**src/rtl/_demux4_buf_pkg.sv**
```systemverilog
// Shared constants and types for the registered 4-way demultiplexer.
// Holds the default payload width, the channel count and the channel-select type.
package _demux4_buf_pkg;

    localparam int BIT_WIDTH  = 8;
    localparam int DEMUX_WAYS = 4;

    typedef logic [1:0] sel_t;

    typedef enum logic {
        SLOT_EMPTY = 1'b0,
        SLOT_FULL  = 1'b1
    } slot_state_t;

    // One-hot destination mask for a channel select.
    function automatic logic [DEMUX_WAYS-1:0] sel_decode(input sel_t s);
        logic [DEMUX_WAYS-1:0] mask;
        mask = '0;
        mask[s] = 1'b1;
        return mask;
    endfunction

endpackage

```
**src/rtl/_demux4_buf_slot.sv**
```systemverilog
// One-entry valid/ready holding register (module _demux_slot) used per output channel.
// Handshake: a word moves out when valid && ready at a rising edge; the slot is free when
// empty or draining, so a load may land in the same cycle as a drain.
module _demux_slot
    import _demux4_buf_pkg::*;
#(
    parameter int n = BIT_WIDTH
)
(
    input  logic         clk,
    input  logic         reset,
    input  logic         load,
    input  logic [n-1:0] din,
    output logic         valid,
    input  logic         ready,
    output logic [n-1:0] dout,
    output logic         free
);

    slot_state_t state;

    // valid is the registered EMPTY/FULL state seen from outside.
    assign valid = (state == SLOT_FULL);
    assign free  = (state == SLOT_EMPTY) || ready;

    always_ff @(posedge clk) begin
        if (reset) begin
            state <= SLOT_EMPTY;
            dout  <= '0;
        end else begin
            case (state)
                SLOT_EMPTY: begin
                    if (load) begin
                        state <= SLOT_FULL;
                        dout  <= din;
                    end
                end
                SLOT_FULL: begin
                    if (load) begin
                        state <= SLOT_FULL;
                        dout  <= din;
                    end else if (ready) begin
                        state <= SLOT_EMPTY;
                    end
                end
                default: begin
                    state <= SLOT_EMPTY;
                end
            endcase
        end
    end

endmodule

```
**src/rtl/_demux4_buf.sv**
```systemverilog
// Registered 4-way demultiplexer: steers one valid/ready stream to one of four slotted channels.
// Optional feature macro: DEMUX4_BROADCAST_EN adds a bcast input that loads all four channels at once.
module _demux4_buf
    import _demux4_buf_pkg::*;
#(
    parameter int n = BIT_WIDTH
)
(
    input  logic                  clk,
    input  logic                  reset,
    input  logic [1:0]            sel,
    input  logic                  in_valid,
    output logic                  in_ready,
    input  logic [n-1:0]          in_data,
`ifdef DEMUX4_BROADCAST_EN
    input  logic                  bcast,
`endif
    output logic [DEMUX_WAYS-1:0] out_valid,
    input  logic [DEMUX_WAYS-1:0] out_ready,
    output logic [n-1:0]          out0,
    output logic [n-1:0]          out1,
    output logic [n-1:0]          out2,
    output logic [n-1:0]          out3
);

    sel_t                  dest;
    logic [DEMUX_WAYS-1:0] free;
    logic [DEMUX_WAYS-1:0] dest_mask;
    logic [DEMUX_WAYS-1:0] load;
    logic                  dest_free;
    logic [n-1:0]          dout [DEMUX_WAYS];

    assign dest = sel_t'(sel);

`ifdef DEMUX4_BROADCAST_EN
    // A broadcast needs every channel free and ignores sel.
    assign dest_mask = bcast ? {DEMUX_WAYS{1'b1}} : sel_decode(dest);
    assign dest_free = bcast ? (&free) : free[dest];
`else
    assign dest_mask = sel_decode(dest);
    assign dest_free = free[dest];
`endif

    assign in_ready = !reset && dest_free;
    assign load     = {DEMUX_WAYS{in_valid && in_ready}} & dest_mask;

    for (genvar k = 0; k < DEMUX_WAYS; k++) begin : g_slot
        _demux_slot #(.n(n)) u_slot (
            .clk   (clk),
            .reset (reset),
            .load  (load[k]),
            .din   (in_data),
            .valid (out_valid[k]),
            .ready (out_ready[k]),
            .dout  (dout[k]),
            .free  (free[k])
        );
    end

    assign out0 = dout[0];
    assign out1 = dout[1];
    assign out2 = dout[2];
    assign out3 = dout[3];

endmodule

```
**config.mk**
```make
export PLATFORM = sky130hd
export DESIGN_NAME = _demux4_buf
export DESIGN_NICKNAME = d
export VERILOG_FILES = /design/src/rtl/_demux4_buf_pkg.sv /design/src/rtl/_demux4_buf_slot.sv /design/src/rtl/_demux4_buf.sv
export SDC_FILE = /design/constraint.sdc
export NUM_CORES = 1
export LEC_CHECK = 0
export ABC_AREA = 0
export ABC_CLOCK_PERIOD_IN_PS = 3300
export CORE_AREA = 2 2 57 70
export DETAILED_ROUTE_END_ITERATION = 6
export DIE_AREA = 0 0 59 72
export PLACE_DENSITY = 0.78
export SYNTH_ARGS = -nofsm -noshare
export SYNTH_HDL_FRONTEND = slang
export SYNTH_SLANG_ARGS = --single-unit
```
**constraint.sdc**
```tcl
create_clock -name clk -period 3.3 [get_ports clk]
set_clock_uncertainty 0.15 [all_clocks]
set_input_delay 0.33 -clock clk [delete_from_list [all_inputs] [get_ports clk]]
set_output_delay 0.33 -clock clk [all_outputs]
set_load 0.05 [all_outputs]
```
# [Word-level counts from Yosys, hierarchy flattened]
# Index checks and enable logic that the tools add are counted.
[totals] register_bits=36 latchBits=0 ramBits=0 rom_bits=0 inputBits=17 output_inout_bits=37 elab_cells=47 n_memories=0
[op_classes] addsub=0 mul=0 div=0 magnitude_cmp=2 n_eq_ne=0 n_shift=0 muxes=24 bitwise_logic=5 reduce_logical=8
[ops] cell="$mux W8" count=4
[ops] cell="$mux W1" count=14
[ops] cell="$pmux W1 S2" count=4
[ops] cell="$and A4 B4 Y4" count=1
[ops] cell="$logic_or A1 B1 Y1" count=4
[ops] cell="$not A1 Y1" count=4
[ops] cell="$logic_and A1 B1 Y1" count=3
[ops] cell="$lt A2 B3 Y1 const B" count=1
[ops] cell="$bmux W1 S2" count=1
[ops] cell="$demux W1 S2" count=1
[ops] cell="$ge A2 B1 Y1 const B" count=1
[ops] cell="$logic_not A1 Y1" count=1

# [Logic depth before layout (Yosys ltp)]
# Gate-level depths: netlist (run 1).
[depth] depth_word=9 mapped_depth=6 depth_no_buf=3

# [Cells and area by module]
# A second synthesis (run 1) with hierarchy kept.
[unflattened] cells_unflattened=130 area_unflattened_um2=1368.8
[by_module_without_submodules] mod="_demux_slot" instances=4 cells_per_inst=30 area_per_inst_um2=321.6 seq_area_each_um2=180.2
[by_module_without_submodules] mod="_demux4_buf" instances=1 cells_per_inst=10 area_per_inst_um2=82.6 seq_area_each_um2=0.0

# [Worst setup path before layout (run 1)]
# OpenSTA, ideal clock, no wires.
[synth_timing] kind="in2out" start="input port sel[1]" end="output port in_ready" arrival_time_ps=1781 slack_ps=1039 cell_stages=4 path_buffers=1 cell_sequence="clkbuf_1 -> inv_2 -> mux4_2 -> nor2_1"
[synth_between] elab_chain_cells=3
[synth_rtl] item="start, declared" line="_demux4_buf.sv:11" source="input logic [1:0] sel,"
[synth_rtl] item="$bmux W1 S2" line="_demux4_buf.sv:41" source="assign dest_free = free[dest];"
[synth_rtl] item="$mux W1 (not written as such)" line="_demux4_buf.sv:41"
[synth_rtl] item="$logic_and A1 B1 Y1" line="_demux4_buf.sv:44" source="assign in_ready = !reset && dest_free;"
[synth_rtl] item="end, declared" line="_demux4_buf.sv:13" source="output logic in_ready,"
# Every way passes these cells. The select of a mux whose other input is x is not followed.

# [Worst setup path in the final report (run 1)]
# Same ends and word-level chain as after synthesis.

==> run metrics, run 1 <==
outcome complete, no violations; Final Non-Filler Cells between 200 and 300; CP max stage cell mux4_2; number of flops mapped to enable cells by yosys 0; Max-slew headroom 50.3%; Worst Hold Endpoint g_slot[2].u_slot.dout[1]$_SDFFE_PP0P_; Die Y 72 um; Synth Instances about 170; leading area contributor after synthesis dfxtp_1; Port Buffer Count 53; Reg-to-Reg Start g_slot[3].u_slot.valid$_SDFF_PP0_; antenna-violating nets left 0; critical path, cell by cell clkdlybuf4s50_1, inv_2, mux4_2, nor2_1, buf_12; vias in the first global route between 1,000 and 1,500; clock sink total 36; layout cells sized above 1 7.55%; Register Area 721 sq um; CTS resizes 0; CTS tree done; gr ovfl total 0; syn_area_per_cell between 9 and 10 sq um; clock latency on the worst-skew pair 0.28 ns; Final setup viols 0; Ports 54; ys async rst share 0%; Starting DRT DRC Count between 50 and 60; clock buffer count from CTS 5; Routability Congestion 0.807; leakage roughly 0.72 nW; Reg power frac 49.4%; H-tree depth 2; dpl hpwl between 3000 and 4000 um; Worst Path Arrival 1.99 ns; Total GRT Usage 21.5%; DRC 0; Max Cap Violations 0; Synth area leaders dfxtp_1 (46%), o311ai_0 (7.8%), o31ai_1 (7.7%); largest net degree at the start of global routing 35; Yosys top cell area share 45.9%; first-pass GRT wire length 6830 um; Via Count 1,525; Die Width 59 um; fmax between 400 and 500 MHz; DR WL/cell approximately 17 um; FF-to-FF setup slack 1.79 ns; cells on worst reg2reg path 3; P_int 0.669 mW; switching power 0.249 mW; Synth Warn # 0; Clk network pwr share between 30% and 40%; Crit Path Max Fanout 19; antenna diode count 0; end of the worst register-to-register path g_slot[3].u_slot.dout[2]$_SDFFE_PP0P_; synthesized area 1570 sq um; row count 24; Worst Path Buf+Inv 3; cell family with most CP delay buffers and inverters; worst min-delay path class flop to flop; Final Cycle Share 74.7%; Die Area 4250 sq um; via/cell ratio roughly 6.1; Gate power share between 10% and 20%; fin crit period 2.47 ns; TritonRoute pass-1 iters 6; sequential-to-total area share from yosys stat 45.9%; CTS Hold Buffers Added 0; WP data required 2.82 ns; max incr delay on CP between 0.5 and 0.6 ns; core area 3540 sq um; synth unique cells 25; hold slack final 0.323 ns; Root Buffer clkbuf_8; Post-Route Setup TNS 0 ns; pwr dens approximately 430 nW/um^2; HP Start g_slot[2].u_slot.dout[1]$_SDFFE_PP0P_; Total Routed Length 4380 um; clock tree buffer depth 2; WS Path Type input pin to output pin; hold path depth 2; Final nets 228; Tightest Pin Transition approximately 0.74 ns; Clock transition at path regs about 0.06 ns; crit start category input pin; initial antenna violation count 0; VDD IR max 0.251 mV; prevailing post-synth register cell dfxtp_1; fin util 60.7%; Area Overhead vs Synth 37.2%; Yosys reg bits 36; Multi-input gate area 692 sq um; Crit. End Element output pin; final hold vios 0; Post-CTS Setup Bufs 0; Syn Nets 188; fill count 307; switching share of power 27.1%; dpl cells roughly 240; RSZ-0062 raised after global routing no; Starting Density 44.3%; Final Slew Violations 0
[worst max path at each step]
stage                 start                                     to  slack [ns]  cells after the start
5_1_grt        out_ready[3]                               in_ready        0.77                      5
4_1_cts              sel[1]                               in_ready        0.85                      5
2_1_floorplan        sel[1]                               in_ready        1.04                      4
3_5_place_dp          reset  g_slot[1].u_slot.dout[5]$_SDFFE_PP0P_        0.62                      4
6_report             sel[1]                               in_ready        0.83                      5
3_3_place_gp          reset  g_slot[1].u_slot.dout[2]$_SDFFE_PP0P_        0.83                      4
[cells by family after synthesis]
kind of cell           count (synthesis)  share of synthesized area, %
AOI/OAI and AO/OA                     68                          29.0
buffers and inverters                 33                          9.97
DFF                                   36                          45.9
muxes                                  1                          1.44
and+or+nand+nor                       33                          13.6
[sequential cells by signal, indices dropped and copies added, names as in the netlist]
| signal | flops |
|---|---|
| g_slot.u_slot.dout | 32 |
| g_slot.u_slot.valid | 4 |
[cells in the final DEF (no fill, tap or decap)]
| cell type | n |
|---|---|
| clkdlybuf4s50_1 | 52 |
| dfxtp_1 | 36 |
| a21oi_1 | 20 |
| nand4_1 | 16 |
| o31ai_1 | 16 |
| o311ai_0 | 14 |
| o21ai_0 | 14 |
| inv_1 | 9 |
| clkbuf_8 | 6 |
| nor2b_1 | 4 |
| nand2b_1 | 4 |
| nor2_1 | 3 |
| buf_4 | 3 |
| o311ai_2 | 2 |
| o21ai_1 | 2 |
| clkbuf_1 | 2 |
| inv_2 | 1 |
| mux4_2 | 1 |
| and3b_1 | 1 |
| nand3b_1 | 1 |
| nor3b_2 | 1 |
| nand3_2 | 1 |
| or3b_1 | 1 |
| nand3_1 | 1 |
| buf_12 | 1 |
[synth_stat cells (2+ instances only)]
master    number
o21ai_0       14
buf_4          4
nor2_1         3
a21oi_1       20
nand4_1       16
nand2b_1       4
clkbuf_1      12
o311ai_0      14
buf_6          2
dfxtp_1       36
buf_2          2
o311ai_2       2
o21ai_1        2
nor2b_1        4
o31ai_1       16
buf_1          3
inv_1          9
[through the flow]
step / worst slack [ns] / area, sq um / power, mW
floorplan: 1.04 / 1570 / 0.552
global placement: 0.833 / 2060 / 0.608
detailed placement: 0.616 / 2060 / 0.611
CTS: 0.848 / 2150 / 0.926
global route: 0.771 / 2150 / 0.956
finish: 0.834 / 2150 / 0.919
[cell type report]
cell class,count,share of cell area (%)
Sequential cell,36,33.5
Tap cell,39,2.27
Multi-Input combinational cell,102,32.2
Clock buffer,8,4.19
Inverter,10,1.74
Timing Repair Buffer,56,26.2
[metal layers]
| metal | vias to the layer above | GRT usage (%) | routed length [um] |
|---|---|---|---|
| li1 | 723 | - | - |
| met2 | 75 | 34.2 | 2160 |
| met4 | 0 | 9.34 | 87 |
| met3 | 10 | 6.06 | 263 |
| met5 | - | 0 | 0 |
| met1 | 717 | 26.9 | 1860 |
[power groups by stage]
stage          clock [mW]  sequential, mW  combinational, mW
2_1_floorplan           0           0.501             0.0517
3_3_place_gp            0           0.462              0.145
3_5_place_dp            0           0.463              0.148
5_1_grt             0.345           0.454              0.156
4_1_cts             0.324           0.453              0.148
6_report            0.315           0.454              0.150
[tightest hold or removal path: stages (launching register included)]
cell and delay, ns:
dfxtp_1 0.31, o31ai_1 0.06, a21oi_1 0.06
Power figures use the tool's default switching activity.
==> run 2: changes to the inputs <==
ABC_CLOCK_PERIOD_IN_PS = 2500   (was 3300)
CORE_AREA = 2 2 58 71   (was 2 2 57 70)
DIE_AREA = 0 0 60 73   (was 0 0 59 72)
PLACE_DENSITY = 0.76   (was 0.78)
clock period = 2.5 ns   (was 3.3 ns; I/O delays follow)
==> run 2 against run 1 <==
Effect of this change:
- power is 47% higher
- final area grew 5.0%
- final cell count increased by 8.8%
- global-route usage down 1.1 points
- register-to-register slack got worse by 0.64 ns
- sequential share of layout area decreased by 1.6 points
==> run metrics, run 2 (synthesis results as in run 1) <==
Starting Density 41.5%; DR WL/cell 15.0 um; core area 3780 sq um; GR met1 Demand/Resource 25.6%; Die Width around 60 um; row count 25; clock latency on the worst-skew pair 0.29 ns; dpl ws 0.365 ns; Largest Register g_slot.u_slot.dout; dpl cells 265; Tightest Pin Transition 0.505 ns; fin crit period just over 2 ns; CP max stage cell clkdlybuf4s50_1; first-pass GRT wire length between 6000 and 7000 um; antenna diode count 0; CTS tree done; Starting DRT DRC Count 60; vias in the first global route 1,398; Ports 54; Crit Path Max Fanout 2; clock tree buffer depth 2; max FFs per register 32; worst min-delay path class flop to flop; via/cell ratio about 5.5; dpl hpwl 2950 um; leakage 0.777 nW; Area Overhead vs Synth 44.0%; clock buffer count from CTS 5; Worst Path Buf+Inv 2; Max-slew headroom 66.2%; TritonRoute pass-1 iters 4; routing usage on met2 roughly a third; Clock transition at path regs 0.07 ns; Via Count roughly 1,500; largest net degree at the start of global routing 35; global route hottest layer met2; pwr dens 599 nW/um^2; Total GRT Usage 20.4%; Worst Path Arrival about 1.7 ns; CTS resizes 0; Die Y 73 um; Die Area 4380 sq um; H-tree depth 2; Post-Route Setup TNS 0 ns; critical path, cell by cell clkdlybuf4s50_1, nor2b_1, mux4_2, nor2_1, buf_12; initial antenna violation count 0; fmax 489 MHz; Total Routed Length 4090 um; Routability Congestion 0.838; VDD IR max 0.341 mV; CTS Hold Buffers Added 0; cell family with most CP delay buffers and inverters; Final Non-Filler Cells 273; commonest cells after routing, fill and taps aside clkdlybuf4s50_1 (52), dfxtp_1 (36), a21oi_1 (20), nand4_1 (16), o31ai_1 (16); Final Cycle Share 81.8%; WS Path Type input pin to output pin; Final setup viols 0; Max Cap Violations 0; WP data required 2.10 ns; Root Buffer clkbuf_8; Post-CTS Setup Bufs 0; Final WS setup ~0.45 ns; layout cells sized above 1 11.4%; clock sink total 36; final hold vios 0; FF-to-FF setup slack 1.15 ns; Crit. End Element output pin; antenna-violating nets left 0; Final nets 235; outcome complete, no violations; DRC 0; RSZ-0062 raised after global routing no; met3 usage ~6.2%; max incr delay on CP 0.49 ns; Port Buffer Count 53; gr ovfl total 0; crit start category input pin; Final Slew Violations 0; commonest non-fill, non-tap cell in the layout clkdlybuf4s50_1
==> run 2: cell count changes in the layout (fill, tap and decap cells not counted), sizes merged <==
| cell | before | now |
|---|---|---|
| buf | 4 | 11 |
| clkbuf | 8 | 7 |
| bufinv | 0 | 1 |
==> run 2: worst paths after layout <==
kind,endpoint,from,depth (start not counted)
max,in_ready,out_ready[1],5
min reg2reg,g_slot[0].u_slot.dout[6]$_SDFFE_PP0P_,g_slot[0].u_slot.dout[6]$_SDFFE_PP0P_,2
max reg2reg,g_slot[0].u_slot.dout[0]$_SDFFE_PP0P_,g_slot[0].u_slot.valid$_SDFF_PP0_,4
min,g_slot[0].u_slot.dout[6]$_SDFFE_PP0P_,g_slot[0].u_slot.dout[6]$_SDFFE_PP0P_,2
==> run 2: metal layers <==
metal,vias up,wire [um]
li1,741,-
met1,698,1690
met2,58,2040
met4,0,73
met3,6,283
met5,-,0
==> run 2: power by group <==
| group | switching, mW | leakage [nW] | internal (mW) |
|---|---|---|---|
| Combinational | 0.127 | 0.421 | 0.0737 |
| Sequential | 0.00837 | 0.292 | 0.590 |
| Clock | 0.204 | 0.0645 | 0.352 |
==> run 2: worst min-delay path, delay by kind of cell, from the launching register on <==
| family | cells | cell delay (ns) |
|---|---|---|
| flops | 1 | 0.32 |
| compound gates | 2 | 0.11 |
==> run 2: cell type report <==
class / instances / area (sq um)
Timing Repair Buffer: 63 / 616
Clock buffer: 7 / 96.3
Tap cell: 54 / 67.6
Clock inverter: 1 / 30.0
Sequential cell: 36 / 721
Fill cell: 346 / 1530
Inverter: 10 / 37.5
Multi-Input combinational cell: 102 / 692
==> run 2: per-stage QoR <==
step                total power, mW  util [%]  hold slack (ns)  cell area [sq um]
floorplan                     0.729         -            0.246               1570
global placement              0.809      56.4            0.312               2130
detailed placement            0.810      56.4            0.314               2130
CTS                            1.36      59.7            0.325               2260
global route                   1.40      59.7            0.348               2260
finish                         1.35      59.7            0.322               2260
